File: src/rtl/poarta_logica_pipe.sv
// Elastic bitwise-logic pipeline: result computed at accept, carried through STAGES valid/ready
// registers with bubble collapse. Define POARTA_CNT_EN to add the nr_op delivery counter.
module poarta_logica_pipe #(
   parameter int unsigned WIDTH  = 8,
   parameter int unsigned STAGES = 2
) (
   input  logic             clk,
   input  logic             rst,
   input  logic [WIDTH-1:0] intrare1,
   input  logic [WIDTH-1:0] intrare2,
   input  logic [2:0]       op,
   input  logic             valid_in,
   output logic             ready_in,
   output logic [WIDTH-1:0] iesire,
   output logic             valid_out,
`ifdef POARTA_CNT_EN
   output logic [15:0]      nr_op,
`endif
   input  logic             ready_out
);

   localparam int unsigned LastStg = STAGES - 1;

   logic [WIDTH-1:0]  w_result;
   logic [STAGES-1:0] w_adv;
   logic              w_acc;
   logic              w_full;

   logic [STAGES-1:0] r_valid;
   logic [WIDTH-1:0]  r_data [STAGES];

   always_comb begin
      w_result = '0;
      unique case (op)
         3'b000:  w_result = ~(intrare1 & intrare2);
         3'b001:  w_result = intrare1 & intrare2;
         3'b010:  w_result = intrare1 | intrare2;
         3'b011:  w_result = ~(intrare1 | intrare2);
         3'b100:  w_result = intrare1 ^ intrare2;
         3'b101:  w_result = ~(intrare1 ^ intrare2);
         3'b110:  w_result = ~intrare1;
         default: w_result = intrare1;
      endcase
   end

   // Stage i may advance unless it and every later stage are full while ready_out is low.
   always_comb begin
      w_full = 1'b1;
      w_adv  = '0;
      for (int i = int'(LastStg); i >= 0; i--) begin
         w_full   = w_full & r_valid[i];
         w_adv[i] = ready_out | ~w_full;
      end
   end

   assign ready_in  = ~rst & w_adv[0];
   assign w_acc     = valid_in & ready_in;
   assign valid_out = r_valid[LastStg] & ~rst;
   assign iesire    = rst ? '0 : r_data[LastStg];

   always_ff @(posedge clk) begin
      if (rst) begin
         r_valid <= '0;
         for (int i = 0; i < int'(STAGES); i++) begin
            r_data[i] <= '0;
         end
      end else begin
         if (w_adv[0]) begin
            r_valid[0] <= w_acc;
            if (w_acc) begin
               r_data[0] <= w_result;
            end
         end
         for (int i = 1; i < int'(STAGES); i++) begin
            if (w_adv[i]) begin
               r_valid[i] <= r_valid[i-1];
               r_data[i]  <= r_data[i-1];
            end
         end
      end
   end

`ifdef POARTA_CNT_EN
   logic [15:0] r_nr_op;

   always_ff @(posedge clk) begin
      if (rst) begin
         r_nr_op <= '0;
      end else if (valid_out && ready_out && (r_nr_op != 16'hFFFF)) begin
         r_nr_op <= r_nr_op + 16'd1;
      end
   end

   assign nr_op = r_nr_op;
`endif

endmodule
File: config.mk
export PLATFORM = sky130hd
export DESIGN_NAME = poarta_logica_pipe
export DESIGN_NICKNAME = d
export VERILOG_FILES = /design/src/rtl/poarta_logica_pipe.sv
export SDC_FILE = /design/constraint.sdc
export NUM_CORES = 1
export LEC_CHECK = 0
export CORE_MARGIN = 1
export CORE_UTILIZATION = 50
export CTS_BUF_LIST = sky130_fd_sc_hd__clkbuf_4
export DETAILED_ROUTE_END_ITERATION = 10
export PLACE_DENSITY_LB_ADDON = 0.08
export SETUP_SLACK_MARGIN = 0.5
export SYNTH_ARGS = -nofsm -noshare
export SYNTH_HDL_FRONTEND = slang
export SYNTH_SLANG_ARGS = --single-unit
File: constraint.sdc
create_clock -name clk -period 2.2 [get_ports clk]
set_clock_uncertainty 0.1 [all_clocks]
set_input_delay 0.44 -clock clk [delete_from_list [all_inputs] [get_ports clk]]
set_output_delay 0.44 -clock clk [all_outputs]
set_load 0.05 [all_outputs]
==> impl_results.md, run 1 <==
- Status: finished clean
- Maxcap violations: 0
- WS Path Type: input pin to flip-flop
- CTS tree: yes
- Core Region: 2758 um^2
- Synthesized area per cell: 9.320 um^2
- I/O pin cnt: 33
- Post-Syn Area: 1454 um^2
- Post-Syn Nets: 195
- Die area: 3128 um^2
- Synth cell types: 27
- CTS H-tree depth: 1
- Worst path required time: between 2 and 2.5 ns
- Initial antenna violation count: 0
- Crit share post-route: 79.21%
- Clk Latency, worst-skew pair: 0.29 ns
- FF-to-FF path depth: 6
- Die height: between 50 and 60 um
- Critical path, cell by cell: clkdlybuf4s15_1 > inv_6 > ha_4 > inv_2 > mux4_2 > xnor2_1 > nor2_1
- First-pass GRT wire length: 5471 um
- Max stage delay cell, worst path: mux4_2
- CP Depth: 7
- VDD IR max: roughly 0.00042 V
- N_diodes: 0
- Yosys warns: 0
- Vias per Instance: between 5 and 6
- Max Clock Freq: 573.8 MHz
- Most frequent cells in the layout: dlygate4sd2_1 (16), edfxtp_1 (16), inv_1 (15), ha_1 (15), buf_12 (13)
- Fin nets: between 200 and 250
- Fin area: ~2200 um^2
- Starting Density: 52.72%
- Smallest hold slack: 0.4343 ns
- Total number of vias: 1266
- Longest Clk Path Bufs: 2
- Sequential share of the synthesized area: 35.80%
- Rows: 19
- Relative slew slack: 73.77%
- DR iter-0 viols: 28
- Post-route ant nets: 0
- Final Hold Vio Count: 0
- Area growth syn-to-layout: 49.57%
- Arrival @ worst endpoint: around 1.7 ns
- Hold Path Depth: 1
- Worst min path class: flip-flop to flip-flop
- Clock-pin slew on the worst setup and hold paths: ~0.1 ns
- CTS Hold Bufs: 0
- All-Layer GR Usage: 22.27%
- CP bufs+invs: 3
- Slew @ Worst Pin: a little under 0.4 ns
- CP startpoint kind: input pin
- # setup viols final: 0
- GR Overflow Total: 0
- Cell family with most CP delay: multiplexers
- Total power: 0.9220 mW
- Mapped Cells: 156
- DIE WIDTH: 55.93 um
- Dpl ws: -0.2092 ns
- Number of synthesized register bits: 18
- Root Buffer: clkbuf_4
- Crit end category: flip-flop
- Power Density: 424.0 nW/um^2
- Setup ws final: approximately 0.46 ns
- Final weighted congestion in routability-driven placement: 0.7939
- IO Port Bufs: 32
- RSZ-0062 raised after global routing: true
- Fraction of layout cells with a size suffix above 1: 25.89%
- Vias in the first global route: 1186
- Largest net degree at the start of global routing: 18
- Worst path max stage delay: about 0.45 ns
- DRT Wirelength: 3211 um
- Slew Viols, Final: 0
- Clock sink count: 18
- Total CTS buffers: 3
- Pleak: 1.012 nW
- # DRC: 0
- Final core utilization: 78.86%
- WL/cell: 14.08 um
- Clock period minus worst slack: 1.743 ns
- Total iterations of the first detailed-routing run: 4
- Post-DP HPWL: 2082 um
- Area after DPL: 1953 um^2
- CP max FO: 2
-- synthesized netlist by cell type --
cell      count  area [um^2]
nand2_2       1        6.260
and2_1        8        50.05
nor3_1        6        30.03
o22a_1        3        26.28
inv_1        18        67.56
a21o_1        2        15.01
o311a_1       1        10.01
ha_1         16        200.2
a21boi_0      1        7.510
o22ai_1       7        43.79
o32ai_1       3        26.28
buf_2         4        20.02
a21oi_1       6        30.03
o21ai_0       6        30.03
clkbuf_1      2        7.510
nand2_1      11        41.29
dfxtp_1       2        40.04
xnor2_1       1        8.760
nor2_1        7        26.28
mux4_2        1        22.52
edfxtp_1     16        480.5
buf_6         1        11.26
nand2b_1     11        68.82
nor2b_1      10        62.56
mux2i_1       8        80.08
mux2_2        3        33.78
a21boi_1      1        7.510
-- where the power goes --
part           switching [mW]  internal, mW
clock                  0.0972        0.0658
sequential             0.0101         0.408
combinational           0.166         0.175
-- worst paths after layout --
kind / startpoint / end / slack, ns
setup reg to reg: r_valid[1]$_SDFFE_PP0N_ / r_data[0][6]$_SDFFCE_PN0P_ / 0.70
setup / recovery: intrare2[0] / r_data[0][0]$_SDFFCE_PN0P_ / 0.46
hold / removal: r_data[0][5]$_SDFFCE_PN0P_ / r_data[0][13]$_SDFFCE_PN0P_ / 0.43
hold reg to reg: r_data[0][5]$_SDFFCE_PN0P_ / r_data[0][13]$_SDFFCE_PN0P_ / 0.43
-- routing by layer --
metal | wire length [um] | track usage [%] | vias to the layer above
met5 | 0 | 0 | -
met4 | 73 | 9.408 | 0
met3 | 108 | 2.558 | 6
met2 | 1713 | 39.59 | 39
met1 | 1316 | 27.36 | 599
li1 | - | - | 622
-- worst register-to-register path, delay by kind of cell, from the launching register on --
| family | cells | cell delay, ns |
|---|---|---|
| AOI/OAI and AO/OA | 3 | 0.29 |
| buffers and inverters | 2 | 0.32 |
| DFF | 1 | 0.35 |
| and+or+nand+nor | 1 | 0.18 |
-- registers in the layout (all words and copies together), names as in the netlist --
name     count
r_valid      2
r_data      16
-- timing repair --
action                     in CTS  in global routing
gates resized for setup        53                  6
cloned                          1                  0
pin swaps                      11                  2
setup endpoints to repair      34                  8
hold endpoints to repair        0                  0
buffers inserted                4                  2
-- layout make-up --
| class | count | area [um^2] |
|---|---|---|
| Sequential cell | 18 | 520.5 |
| Tap cell | 31 | 38.79 |
| Inverter | 18 | 80.08 |
| Timing Repair Buffer | 44 | 556.8 |
| Clock inverter | 1 | 3.754 |
| Multi-Input combinational cell | 113 | 952.2 |
| Clock buffer | 3 | 22.52 |
| Fill cell | 186 | 583.1 |
-- metrics by stage --
step / setup TNS, ns / instances
CTS: 0 / 226
detailed placement: -0.2100 / 217
global placement: -0.1795 / 217
finish: 0 / 228
floorplan: 0 / 156
global route: 0 / 228
-- kinds of logic (layout without fill, tap and decap cells) --
kind of cell / count (synthesis) / count (layout) / synth area share, %
compound gates: 30 / 30 / 13.51
xor+xnor: 1 / 1 / 0.6025
fa+ha+maj: 16 / 16 / 13.77
buf+inv: 25 / 66 / 7.315
flops: 18 / 18 / 35.80
mux: 12 / 12 / 9.380
simple gates: 54 / 54 / 19.62
Power figures use the tool's default switching activity.
==> run 2: changes to the inputs <==
--- a/config.mk
+++ b/config.mk
@@ -6,7 +6,7 @@
 export NUM_CORES = 1
 export LEC_CHECK = 0
 export CORE_MARGIN = 1
-export CORE_UTILIZATION = 50
+export CORE_UTILIZATION = 47
 export CTS_BUF_LIST = sky130_fd_sc_hd__clkbuf_4
 export DETAILED_ROUTE_END_ITERATION = 10
 export PLACE_DENSITY_LB_ADDON = 0.08
==> constraint.sdc (replaced) <==
create_clock -name clk -period 1.6 [get_ports clk]
set_clock_uncertainty 0.1 [all_clocks]
set_input_delay 0.32 -clock clk [delete_from_list [all_inputs] [get_ports clk]]
set_output_delay 0.32 -clock clk [all_outputs]
set_load 0.05 [all_outputs]
==> impl_results.md, run 2 (synthesis results as in run 1) <==
- Longest Clk Path Bufs: 2 (unchanged)
- GR Overflow Total: 0 (unchanged)
- Failing checks: design-rule violations, negative setup slack
- Root Buffer: clkbuf_4
- WL/cell: 29.01 um (+110%)
- Pleak: 1.203 nW (+19%)
- Total iterations of the first detailed-routing run: 8 (+4)
- Total number of vias: 1799 (+42%)
- Die area: 3320 um^2 (+6.2%)
- Rows: 19 (unchanged)
- First-pass GRT wire length: 7424 um (+36%)
- Setup total negative slack: -0.09176 ns (-0.09176 ns)
- Largest register FFs: 16 (unchanged)
- N_diodes: 0 (unchanged)
- Crit share post-route: 103.1%
- Starting Density: 50.96% (-1.8 points)
- Power Density: 576.6 nW/um^2 (+36%)
- Clock sink count: 18 (unchanged)
- Clk Latency, worst-skew pair: 0.30 ns (about the same)
- Area after DPL: 2349 um^2 (+20%)
- Initial antenna violation count: 0 (unchanged)
- Fin area: 2766 um^2 (+27%)
- IO Port Bufs: 32 (unchanged)
- Slew @ Worst Pin: 0.4122 ns (+0.01870 ns)
- Vias in the first global route: 1530 (+29%)
- Layout fillers: 48 (-74%)
- Hold path start: rst
- Clock-pin slew on the worst setup and hold paths: 0.11 ns (about the same)
- Final core utilization: 96.97% (+18 points)
- Commonest non-fill, non-tap cell in the layout: buf_4
- Worst path max stage delay: 0.35 ns (-0.10 ns)
- RSZ-0062 raised after global routing: true
- Worst min path class: input pin to flip-flop
- Most frequent cells in the layout: buf_4 (35), edfxtp_1 (16), buf_12 (12), ha_4 (11), nor2b_4 (10)
- Post-DP HPWL: 2673 um (+28%)
- Area of the multi-input gates: 1241 um^2 (+30%)
- Post-route ant nets: 0 (unchanged)
- Final Hold Vio Count: 0 (unchanged)
- Clock period minus worst slack: between 1.5 and 2 ns
- WS Path Type: flip-flop to flip-flop
- Final weighted congestion in routability-driven placement: 0.7833 (-1.3%)
- Fin nets: 268 (+13%)
- Total CTS buffers: 3 (unchanged)
- Largest registers: r_data: 16 flops, r_valid: 2 flops
- Max stage delay cell, worst path: dfxtp_2
- CTS tree: yes
- Largest net degree at the start of global routing: 13 (-5)
- DRT Wirelength: 7514 um (+130%)
- CP startpoint: r_valid[1]$_SDFFE_PP0N_
- VDD IR max: 0.0003459 V (-18%)
- # DRC: 2 (+2)
- Maxcap violations: 0 (unchanged)
- Crit end category: flip-flop
- DIE WIDTH: 57.62 um (+3.0%)
- Die height: 57.62 um (+3.0%)
- Status: finished, violations left
- # setup viols final: 2 (+2)
- Relative slew slack: 72.31% (-1.5 points)
- CP startpoint kind: flip-flop
- DR iter-0 viols: 189 (+580%)
- Largest Register: r_data
- Arrival @ worst endpoint: 1.67 ns (-0.02 ns)
- Vias per Instance: 6.946 (+25%)
- Worst path required time: 1.62 ns (-0.53 ns)
- Max Clock Freq: 606.0 MHz
- Dpl cells: 233 (+7.4%)
- Area growth syn-to-layout: 90.28%
- I/O pin cnt: 33 (unchanged)
- Setup ws final: -0.05021 ns (-0.5075 ns)
- Layout Cells excl Fill: 259 (+14%)
- Dpl ws: -0.7343 ns (-0.5251 ns)
- Slew Viols, Final: 0 (unchanged)
- Core Region: 2853 um^2 (+3.4%)
- CTS H-tree depth: 1 (unchanged)
- R2R Path Start: r_valid[1]$_SDFFE_PP0N_
- Seq. cell area: 523.0 um^2 (+0.48%)
- CP max FO: 6 (+4)
- All-Layer GR Usage: 30.29% (+8.0 points)
- Fraction of layout cells with a size suffix above 1: 63.60% (+38 points)
- Critical path, cell by cell: nor2b_4 > buf_4 > a21oi_2 > buf_6 > o21ai_0 > o32ai_2
run 2: changes by cell type in the layout (fill, tap and decap cells not counted), moves of 4 or more:
| cell | change |
|---|---|
| buf_2 | +5 |
| buf_4 | +30 |
| buf_6 | +6 |
| dlygate4sd2_1 | -12 |
| ha_1 | -11 |
| ha_4 | +10 |
| inv_1 | -14 |
| inv_4 | +7 |
| inv_6 | +4 |
run 2: area by class of cell:
cell class                 count  share of cell area [%]
timing repair buffer          74                   28.95
inverter                      18                   4.794
clock buffer                   4                   1.085
tap                           31                   1.402
sequential                    18                   18.91
multi-input combinational    114                   44.87
run 2: metal layers:
layer  global-route usage (%)  up-vias  wire (um)
met2                    55.81      207       3635
met3                    5.134       89        777
li1                         -      687          -
met5                        0        -          0
met1                    31.89      816       2350
met4                    18.82        0        750
run 2: critical path, delay by kind of cell (launching register included):
kind / cells / cell delay, ns
AO/OA/AOI/OAI: 3 / 0.56
flip-flops: 1 / 0.35
buffers and inverters: 2 / 0.32
AND/OR/NAND/NOR: 1 / 0.14
run 2: power breakdown:
part / switching [mW] / internal (mW)
clock: 0.158 / 0.114
sequential: 0.0237 / 0.563
combinational: 0.383 / 0.353
run 2: path summary, 6_finish.rpt:
| kind | cells past startpoint | slack [ns] | to |
|---|---|---|---|
| setup reg to reg | 6 | -0.05 | r_data[0][2]$_SDFFCE_PN0P_ |
| setup / recovery | 6 | -0.05 | r_data[0][2]$_SDFFCE_PN0P_ |
| hold reg to reg | 1 | 0.47 | r_data[0][11]$_SDFFCE_PN0P_ |
| hold / removal | 3 | 0.35 | r_valid[1]$_SDFFE_PP0N_ |
run 2: what timing repair did:
item                                    in CTS  in global routing
setup buffers                               10                  6
gates resized for setup                     97                 35
cloned                                       5                  1
pin swaps                                   11                  6
endpoints found under the setup margin      43                 44
hold buffers                                 0                  0
run 2: through the flow:
step	hold WS, ns	power [mW]
global placement	0.4008	1.077
detailed placement	0.4041	1.107
finish	0.3522	1.595
CTS	0.2983	1.422
global route	0.3437	1.629
floorplan	0.3374	0.8780
